## src/rtl/sr_cmd_conditioner.sv

```systemverilog
// Turns two raw push buttons into clean, ordered S/R/E command pulses for a gated SR flip-flop.
// Each button is synchronised and debounced, and a press starts a setup/strobe/hold sequence.
module sr_cmd_conditioner #(
   parameter int DEBOUNCE_CYCLES = 4,
   parameter int CNT_W           = 20,
   parameter int PULSE_LEN       = 2
) (
   input  logic       clk,
   input  logic       rst,
   input  logic       set_btn,
   input  logic       reset_btn,
   output logic       s_out,
   output logic       r_out,
   output logic       e_out,
   output logic       busy,
   output logic       conflict,
   output logic [7:0] cmd_count
);

   localparam logic [1:0] IDLE  = 2'd0;
   localparam logic [1:0] SETUP = 2'd1;
   localparam logic [1:0] DRIVE = 2'd2;
   localparam logic [1:0] HOLD  = 2'd3;

   localparam int PW = (PULSE_LEN > 1) ? $clog2(PULSE_LEN) : 1;
   localparam logic [CNT_W-1:0] DB_LAST    = CNT_W'(DEBOUNCE_CYCLES - 1);
   localparam logic [PW-1:0]    PULSE_LAST = PW'(PULSE_LEN - 1);

   // Channel 0 is the set button, channel 1 the reset button.
   logic [1:0]       w_btn;
   logic [1:0]       r_sync1;
   logic [1:0]       r_sync2;
   logic [CNT_W-1:0] r_dbCnt [2];
   logic [1:0]       r_stable;
   logic [1:0]       r_stablePrev;
   logic [1:0]       w_evt;

   logic [1:0]       r_state;
   logic             r_cmd;
   logic [PW-1:0]    r_pulseCnt;

   logic [1:0]       w_stateNext;
   logic             w_cmdNext;
   logic [PW-1:0]    w_pulseNext;
   logic             w_accept;
   logic             w_conflict;

   assign w_btn = {reset_btn, set_btn};
   assign w_evt = r_stable & ~r_stablePrev;

   always_ff @(posedge clk or posedge rst) begin
      if (rst) begin
         r_sync1      <= '0;
         r_sync2      <= '0;
         r_stable     <= '0;
         r_stablePrev <= '0;
         for (int c = 0; c < 2; c++) r_dbCnt[c] <= '0;
      end else begin
         r_sync1      <= w_btn;
         r_sync2      <= r_sync1;
         r_stablePrev <= r_stable;
         // A new level is only accepted after it has differed from the stable one for DEBOUNCE_CYCLES edges.
         for (int c = 0; c < 2; c++) begin
            if (r_sync2[c] == r_stable[c]) begin
               r_dbCnt[c] <= '0;
            end else if (r_dbCnt[c] == DB_LAST) begin
               r_stable[c] <= r_sync2[c];
               r_dbCnt[c]  <= '0;
            end else begin
               r_dbCnt[c] <= r_dbCnt[c] + 1'b1;
            end
         end
      end
   end

   always_comb begin
      w_stateNext = r_state;
      w_cmdNext   = r_cmd;
      w_pulseNext = r_pulseCnt;
      w_accept    = 1'b0;
      w_conflict  = 1'b0;
      case (r_state)
         IDLE: begin
            if (w_evt[0] && w_evt[1]) begin
               w_conflict = 1'b1;
            end else if (w_evt[0] || w_evt[1]) begin
               w_cmdNext   = w_evt[1];
               w_stateNext = SETUP;
               w_accept    = 1'b1;
            end
         end
         SETUP: begin
            w_stateNext = DRIVE;
            w_pulseNext = '0;
         end
         DRIVE: begin
            if (r_pulseCnt == PULSE_LAST) w_stateNext = HOLD;
            else                          w_pulseNext = r_pulseCnt + 1'b1;
         end
         default: w_stateNext = IDLE;
      endcase
   end

   // Outputs are decoded from the next state so they line up with the state register itself.
   always_ff @(posedge clk or posedge rst) begin
      if (rst) begin
         r_state    <= IDLE;
         r_cmd      <= 1'b0;
         r_pulseCnt <= '0;
         s_out      <= 1'b0;
         r_out      <= 1'b0;
         e_out      <= 1'b0;
         busy       <= 1'b0;
         conflict   <= 1'b0;
         cmd_count  <= '0;
      end else begin
         r_state    <= w_stateNext;
         r_cmd      <= w_cmdNext;
         r_pulseCnt <= w_pulseNext;
         s_out      <= (w_stateNext != IDLE) && !w_cmdNext;
         r_out      <= (w_stateNext != IDLE) && w_cmdNext;
         e_out      <= (w_stateNext == DRIVE);
         busy       <= (w_stateNext != IDLE);
         conflict   <= w_conflict;
         if (w_accept) cmd_count <= cmd_count + 8'd1;
      end
   end

endmodule

```

## config.mk

```make
export PLATFORM = sky130hd
export DESIGN_NAME = sr_cmd_conditioner
export DESIGN_NICKNAME = d
export VERILOG_FILES = /design/src/rtl/sr_cmd_conditioner.sv
export SDC_FILE = /design/constraint.sdc
export NUM_CORES = 1
export LEC_CHECK = 0
export BUFFER_PORTS_ARGS = -buffer_cell sky130_fd_sc_hd__buf_2
export CAP_MARGIN = 20
export CORE_MARGIN = 1
export CORE_UTILIZATION = 43
export DETAILED_ROUTE_END_ITERATION = 6
export PLACE_DENSITY = 0.64
export SYNTH_ARGS = -nofsm -noshare
export SYNTH_HDL_FRONTEND = slang
export SYNTH_SLANG_ARGS = --single-unit
```

## constraint.sdc

```tcl
create_clock -name clk -period 5.3 [get_ports clk]
set_clock_uncertainty 0.2 [all_clocks]
set_input_delay 1.06 -clock clk [delete_from_list [all_inputs] [get_ports clk]]
set_output_delay 1.06 -clock clk [all_outputs]
set_load 0.02 [all_outputs]
```

### Word level (Yosys, flattened, before mapping)

Cells that the tools add are included.

* register bits after elaboration: 65
* input bits: 4
* output and inout bits: 13
* word-level logic and storage cells: 59

* add/sub/neg operators: 4
* equal/unequal tests: 7
* mux-type cells: 18
* bitwise operators: 4
* reductions and logical operators: 10

Operator list (count)
* 20-bit two-way mux: 4
* 20-bit by 1-bit adder with 20-bit output, second input constant: 2
* 20-bit by 2-bit equality test with 1-bit output, second input constant: 2
* 1-bit two-way mux: 9
* 8-bit by 1-bit adder with 8-bit output, second input constant: 1
* 2-bit two-way mux: 3
* 2-bit case mux with 3 select lines: 1
* 2-bit equality test, second input constant: 2
* 2-bit AND reduction: 2
* 2-bit nonzero test: 2
* 1-bit logical AND: 3
* 2-bit bitwise AND: 1
* 1-bit equality test: 2
* 2-bit by 1-bit equality test with 1-bit output, second input constant: 1
* 2-bit zero test: 1
* 1-bit NOT: 2
* 2-bit NOT: 1
* 1-bit case mux with 2 select lines: 1
* 1-bit adder, second input constant: 1
* 1-bit zero test: 1
* 1-bit logical OR: 1

### Longest topological paths before layout

Gate-level depths: netlist of run 1.

* depth in word-level cells: 8
* mapped depth: 8

### Worst setup path before layout of run 1

Ideal clock, no wire load.

* path kind: register to register
* start: reg r_dbCnt[0] in the netlist's numbering
* end: reg r_dbCnt[14] in the netlist's numbering
* library setup time: 0.077 ns
* arrival: 1.748 ns
* setup slack: 3.274 ns
* stages on the path, launching flop included: 7
* buffers on the path: 1
* cell sequence: dfrtp_1 > ha_1 > nand2_1 > or4_1 > buf_2 > or3_1 > a21oi_1

* cells in the longest elaborated chain, start to end: 3
* elaborated cells on any way between the ends: 4
* classes of those cells: add/sub: 1; eq/ne: 1; mux: 2

Ends and longest elaborated chain
* from (decl): RTL line 33 `logic [CNT_W-1:0] r_dbCnt [2];`
* from (signal, indexed assignment): RTL line 70 `r_dbCnt[c] <= r_dbCnt[c] + 1'b1;`
* 20-bit by 1-bit adder with 20-bit output / 20-bit by 2-bit equality test with 1-bit output (equally long branches): RTL line 70, 66
* 20-bit two-way mux (*): RTL line 66 `end else if (r_dbCnt[c] == DB_LAST) begin`
* 20-bit two-way mux (*): RTL line 64 `if (r_sync2[c] == r_stable[c]) begin`

Every way passes the cells marked *; elsewhere a longest branch is shown, timed or not.
A chain may end at the register's enable or synchronous reset.

### Worst setup path after layout of run 1

Ends and elaborated chain as after synthesis.

==> results of run 1 <==
[layer usage]
metal	vias up	part of all wire (%)	track usage, %
met3	6	2.5	2.887
li1	1053	-	-
met4	0	1.2	6.818
met1	1000	53	20.56
met5	-	0	0
met2	27	44	22.84
[worst paths after layout]
kind / endpoint / cells past startpoint / slack [ps]
max reg2reg: r_dbCnt[14] / 6 / 2990
min: r_sync2[1] / 0 / 150
min in group asynchronous: cmd_count[7] / 3 / 760
max in group asynchronous: r_sync1[1] / 3 / 3620
max: r_dbCnt[14] / 6 / 2990
min reg2reg: r_sync2[1] / 0 / 150
[cell families (layout without fill, tap and decap cells)]
| kind of cell | after synthesis | in the layout | share of synthesized area [%] |
|---|---|---|---|
| xor+xnor | 36 | 36 | 10.51 |
| fa+ha+maj | 8 | 8 | 3.336 |
| buf+inv | 23 | 48 | 3.002 |
| flops | 65 | 65 | 54.21 |
| simple gates | 129 | 129 | 22.31 |
| compound gates | 25 | 25 | 4.754 |
| mux | 5 | 5 | 1.876 |
[sequential cells by signal, indices dropped and copies added, names as in the netlist]
register      count
busy              1
r_cmd             1
cmd_count         8
r_sync1           2
conflict          1
s_out             1
r_stablePrev      2
r_sync2           2
r_dbCnt          40
r_state           2
r_pulseCnt        1
e_out             1
r_out             1
r_stable          2
[power groups by stage]
| stage | registers, uW | logic, uW | clock network [uW] |
|---|---|---|---|
| floorplan | 672 | 235 | 0 |
| global placement | 645 | 355 | 0 |
| detailed placement | 648 | 359 | 0 |
| CTS | 639 | 361 | 352 |
| global route | 651 | 405 | 373 |
| finish | 638 | 354 | 340 |
[worst register-to-register path, delay by kind of cell, from the launching register on]
kind | cells | cell delay, ps
buf+inv | 1 | 300
flops | 1 | 400
compound gates | 2 | 680
fa+ha+maj | 1 | 260
simple gates | 2 | 360
[per-stage QoR]
step                total power [uW]  setup WS (ps)  utilization, %  instance area (um^2)  hold WS [ps]
floorplan                      907.4           2414               -                  3000         131.2
global placement                1000           3064           46.96                  3173         136.4
detailed placement              1006           2964           46.96                  3173         135.5
CTS                             1351           2971           49.19                  3323         149.1
global route                    1428           2737           49.19                  3323         169.2
finish                          1333           2987           49.19                  3323         147.7
[placed cells by master (no fill, tap or decap), drive strengths merged, types with 2 or more instances in the layout]
cell     n
a31o     2
nand3   19
and2     2
nor2    41
xnor2   27
or3      6
inv     16
o31ai    2
nor4    15
mux2     5
o21ai    9
and3     3
buf     19
a21oi   10
nor3b    2
nand2   16
and4     2
nand4    9
clkbuf  12
or4      5
nor3     6
ha       8
dfrtp   65
xor2     9
[cell type report]
class / instances / area, um^2
clock inverters: 1 / 5.005
multi-input cells: 203 / 1284
inverters: 16 / 60.06
repair buffers: 19 / 102.6
well taps: 80 / 100.1
flip-flops and latches: 65 / 1627
clock buffers: 12 / 145.1
fillers: 624 / 3433
==> results_dict.tcl, run 1 <==
set metrics [dict create \
    root_buffer "clkbuf_8" \
    cp-start-kind "flop" \
    fp.dieH_um 85.53 \
    clockBufferDepth 2 \
    synthTopCellsByCount "dfrtp_1, nor2_1, xnor2_1" \
    diodes 0 \
    syn_to_final_growth_pct 10.76 \
    drive_above_1_share_pct 13.29 \
    syn_avg_cell_area_um2 10.31 \
    power.switching_uw 442.1 \
    routed_wl_um 4913 \
    synthTopCellsByArea "dfrtp_1, xnor2_1, nor2_1" \
    hp-class "flop to flop" \
    track_usage_pct 14.91 \
    syn_area_um2 3000 \
    syn_inst 291 \
    dp_hpwl_um 3306 \
    fin_tns_setup_ps 0 \
    fin_cells 396 \
    cpPeakStageDelay_ps 620 \
    firstDrtPassIters 5 \
    synthFlopType "dfrtp_1" \
    crit_slowest_cell "o21ai_1" \
    post_drt_wl_per_cell_um 12.41 \
    cp.arrival_ps 2320 \
    yosysTopAreaCell "dfrtp_1" \
    pwr-share-clk_pct 25.5 \
    cts_sinks 65 \
    placementRows 30 \
    num-nets-final 326 \
    ys_async_sr_fraction_pct 100.0 \
    crit_path_end_kind "flop" \
    rsz0062_at_grt "no" \
    cp.required_ps 5300 \
    slew_headroom_pct 47.40 \
    outcome "completed" \
    yosysWarnings 0 \
    initial_core_util_pct 44.41 \
    htreeDepth 3 \
    min_period_over_period_pct 43.63 \
    intPower_uw 890.5 \
    min_from "r_sync1[1]" \
    worst-path-buf-inv 1 \
    yosysSeqAreaShare_pct 54.21 \
    period_needed_ps 2313 \
    synth_fp_nets 303 \
    drt_iter0_drc 108 \
    antenna_found_initial 0 \
    portBuffers 16 \
    cts_buffers 9 \
    clkLatencyLatePin_ps 320 \
    die_w_um 85.53 \
    synth_cell_type_count 33 \
    power_frac_comb_pct 26.6 \
    grt_pass1_wl_um 8728 \
    path_clk_slew_ps 60 \
    io_pins 17 \
    hold_buffers 0 \
    cp-startpoint "r_dbCnt[0]" \
    worst_slew_pin_slew_ps 789.0 \
    power_frac_seq_pct 47.9 \
    finalMaxSlewViolations 0 \
    power.share.switching_pct 33.18 \
    grt_pass1_vias 2030 \
    leakage_uw 0.001440 \
    yosysMostFrequentCell "dfrtp_1" \
    grt_max_degree 66 \
    grt_overflow 0 \
    drc 0 \
    vias 2086 \
    fmax_mhz 432.4 \
    post-place-cells 383 \
    synth-seq-cells 65 \
    path_cells "ha_1 > nor3b_1 > nand4_1 > o21ai_1 > buf_4 > a21oi_1" \
    rr_startpoint "r_dbCnt[0]" \
    synth_edf_count 0 \
    finalSetupViolations 0 \
    cts_setup_buffers 0 \
    powerDensity_nw_per_um2 401.0 \
    postRouteAntennaNets 0 \
    ir_worst_vdd_mv 0.1214 \
    criticalPathCategory "flop to flop" \
    ctsResizeCount 0 \
    maxCapViolCount 0 \
    hold_viol 0 \
    place_congestion 0.7767 \
    cts_tree "yes" \
    fp.coreArea_um2 6756 \
    die_area_um2 7315 \
    cp_max_fo 11 \
    synth_top_area_share_pct 54.21 \
    viasPerCell 5.268 \
    cp_top_family "compound AO/OA/AOI/OAI gates" \
]
Note: power is estimated with default switching activity, not from simulation.
==> run 2, diff against run 1 <==
==> constraint.sdc (replaced) <==
create_clock -name clk -period 2.2 [get_ports clk]
set_clock_uncertainty 0.2 [all_clocks]
set_input_delay 0.44 -clock clk [delete_from_list [all_inputs] [get_ports clk]]
set_output_delay 0.44 -clock clk [all_outputs]
set_load 0.02 [all_outputs]
==> run 2 against run 1 <==
  * Largest power group unchanged
  * Sequential share of layout area decreased by 1.6 points
  * Register-to-register slack got worse by 2900 ps
  * Combinational power increased by 140%
  * The run now ends with negative hold slack left
  * Critical endpoint is now r_dbCnt[17]
==> results_dict.tcl, run 2 (same netlist as run 1, synthesis figures left out) <==
set metrics [dict create \
    outcome "finished, violations left" \
    violations "negative hold slack" \
    highest_layer "met4" \
    met2WireLength_um 2302 \
    hp-class "input pin to asynchronous set/reset pin" \
    fmax_mhz 482.2 \
    cp.required_ps 2260 \
    antenna_found_initial 0 \
    die_area_um2 7315 \
    die_w_um 85.53 \
    viasPerCell 5.210 \
    largest_reg_flops 40 \
    fin_area_um2 3433 \
    cts_tree "yes" \
    cts_sinks 65 \
    place_area_um2 3219 \
    grt_max_degree 66 \
    placementRows 30 \
    reg_top3 "r_dbCnt: 40 flops, cmd_count: 8 flops" \
    finalSetupViolations 0 \
    clkLatencyLatePin_ps 330 \
    maxCapViolCount 0 \
    initial_core_util_pct 44.41 \
    criticalPathCategory "flop to flop" \
    root_buffer "clkbuf_8" \
    cp.arrival_ps 2140 \
    grt_overflow 0 \
    diodes 0 \
    min_period_over_period_pct 94.26 \
    leakage_uw 0.001486 \
    dp_hpwl_um 3403 \
    num-nets-final 331 \
    syn_to_final_growth_pct 14.43 \
    crit_path_end_kind "flop" \
    ir_worst_vdd_mv 0.3797 \
    setup_ws_ps 126.4 \
    fp.dieH_um 85.53 \
    place_congestion 0.7815 \
    cts_setup_buffers 0 \
    path_clk_slew_ps 70 \
    io_pins 17 \
    wl_met1_um 2522 \
    fp.coreArea_um2 6756 \
    drive_above_1_share_pct 16.36 \
    dp_slack_ps 55.01 \
    nFillCells 641 \
    clockBufferDepth 2 \
    htreeDepth 3 \
    cts_buffers 9 \
    hold_ws_ps -12.68 \
    hold_viol 15 \
    vias 2105 \
    top_register "r_dbCnt" \
    routed_wl_um 5075 \
    route.met3.wl_um 170 \
    grt_pass1_vias 2014 \
    period_needed_ps 2074 \
    cp-start-kind "flop" \
    grt_pass1_wl_um 9094 \
    final_cell_mix "dfrtp_1, nor2_1, xnor2_1" \
    layout_commonest_cell "dfrtp_1" \
    rsz0062_at_grt "no" \
    cp_max_fo 10 \
    drt_iter0_drc 107 \
    postRouteAntennaNets 0 \
    portBuffers 16 \
    utilization_pct 50.81 \
    post_drt_wl_per_cell_um 12.56 \
    track_usage_pct 15.88 \
    worst_slew_pin_slew_ps 375.7 \
    firstDrtPassIters 4 \
    finalMaxSlewViolations 0 \
    slew_headroom_pct 74.72 \
    powerDensity_nw_per_um2 970.3 \
    fin_tns_setup_ps 0 \
    drc 0 \
]
[run 2: worst paths after layout]
path | from | endpoint | slack, ps | cells after the start
setup / recovery | r_dbCnt[2] | r_dbCnt[17] | 130 | 4
hold / removal | rst | cmd_count[6] | -10 | 3
setup reg to reg | r_dbCnt[2] | r_dbCnt[17] | 130 | 4
hold reg to reg | r_sync1[1] | r_sync2[1] | 150 | 0
max in group asynchronous | rst | r_dbCnt[7] | 1550 | 3
min in group clk | set_btn | r_sync1[0] | 20 | 1
[run 2: layer usage]
metal  up-vias  GRT usage [%]
li1       1063              -
met1      1005          21.46
met2        30          24.15
met3         7          4.620
met4         0          6.364
met5         -              0
[run 2: critical path, stage by stage, from the launching register on]
cell and delay (ps):
dfrtp_1 460, nand3_4 160, or4_4 610, or4_1 430, a21oi_1 150
[run 2: area by class of cell]
type | count | area [um^2] | area share, %
Sequential cell | 65 | 1627 | 47.38
Timing Repair Buffer | 24 | 155.1 | 4.519
Clock buffer | 14 | 182.7 | 5.321
Multi-Input combinational cell | 203 | 1295 | 37.72
Tap cell | 80 | 100.1 | 2.915
Inverter | 16 | 63.81 | 1.859
Clock inverter | 2 | 10.01 | 0.2915
[run 2: repair_timing]
| action | CTS | global route |
|---|---|---|
| hold endpoints to repair | 0 | 1 |
| resized for setup | 0 | 3 |
| endpoints found under the setup margin | 0 | 5 |
| hold buffers | 0 | 1 |
[run 2: where the power goes]
group | switching, uW | internal (uW) | leakage [uW]
logic | 513 | 339 | 0.000518
clock network | 417 | 529 | 0.000102
registers | 143 | 1390 | 0.000866
total | 1070 | 2260 | 0.00149
[run 2: metrics by stage]
step / instances / power, uW
after detailed placement: 387 / 2423
after floorplan: 291 / 2187
after CTS: 403 / 3379
after global placement: 387 / 2412
final: 404 / 3331
after global routing: 404 / 3579
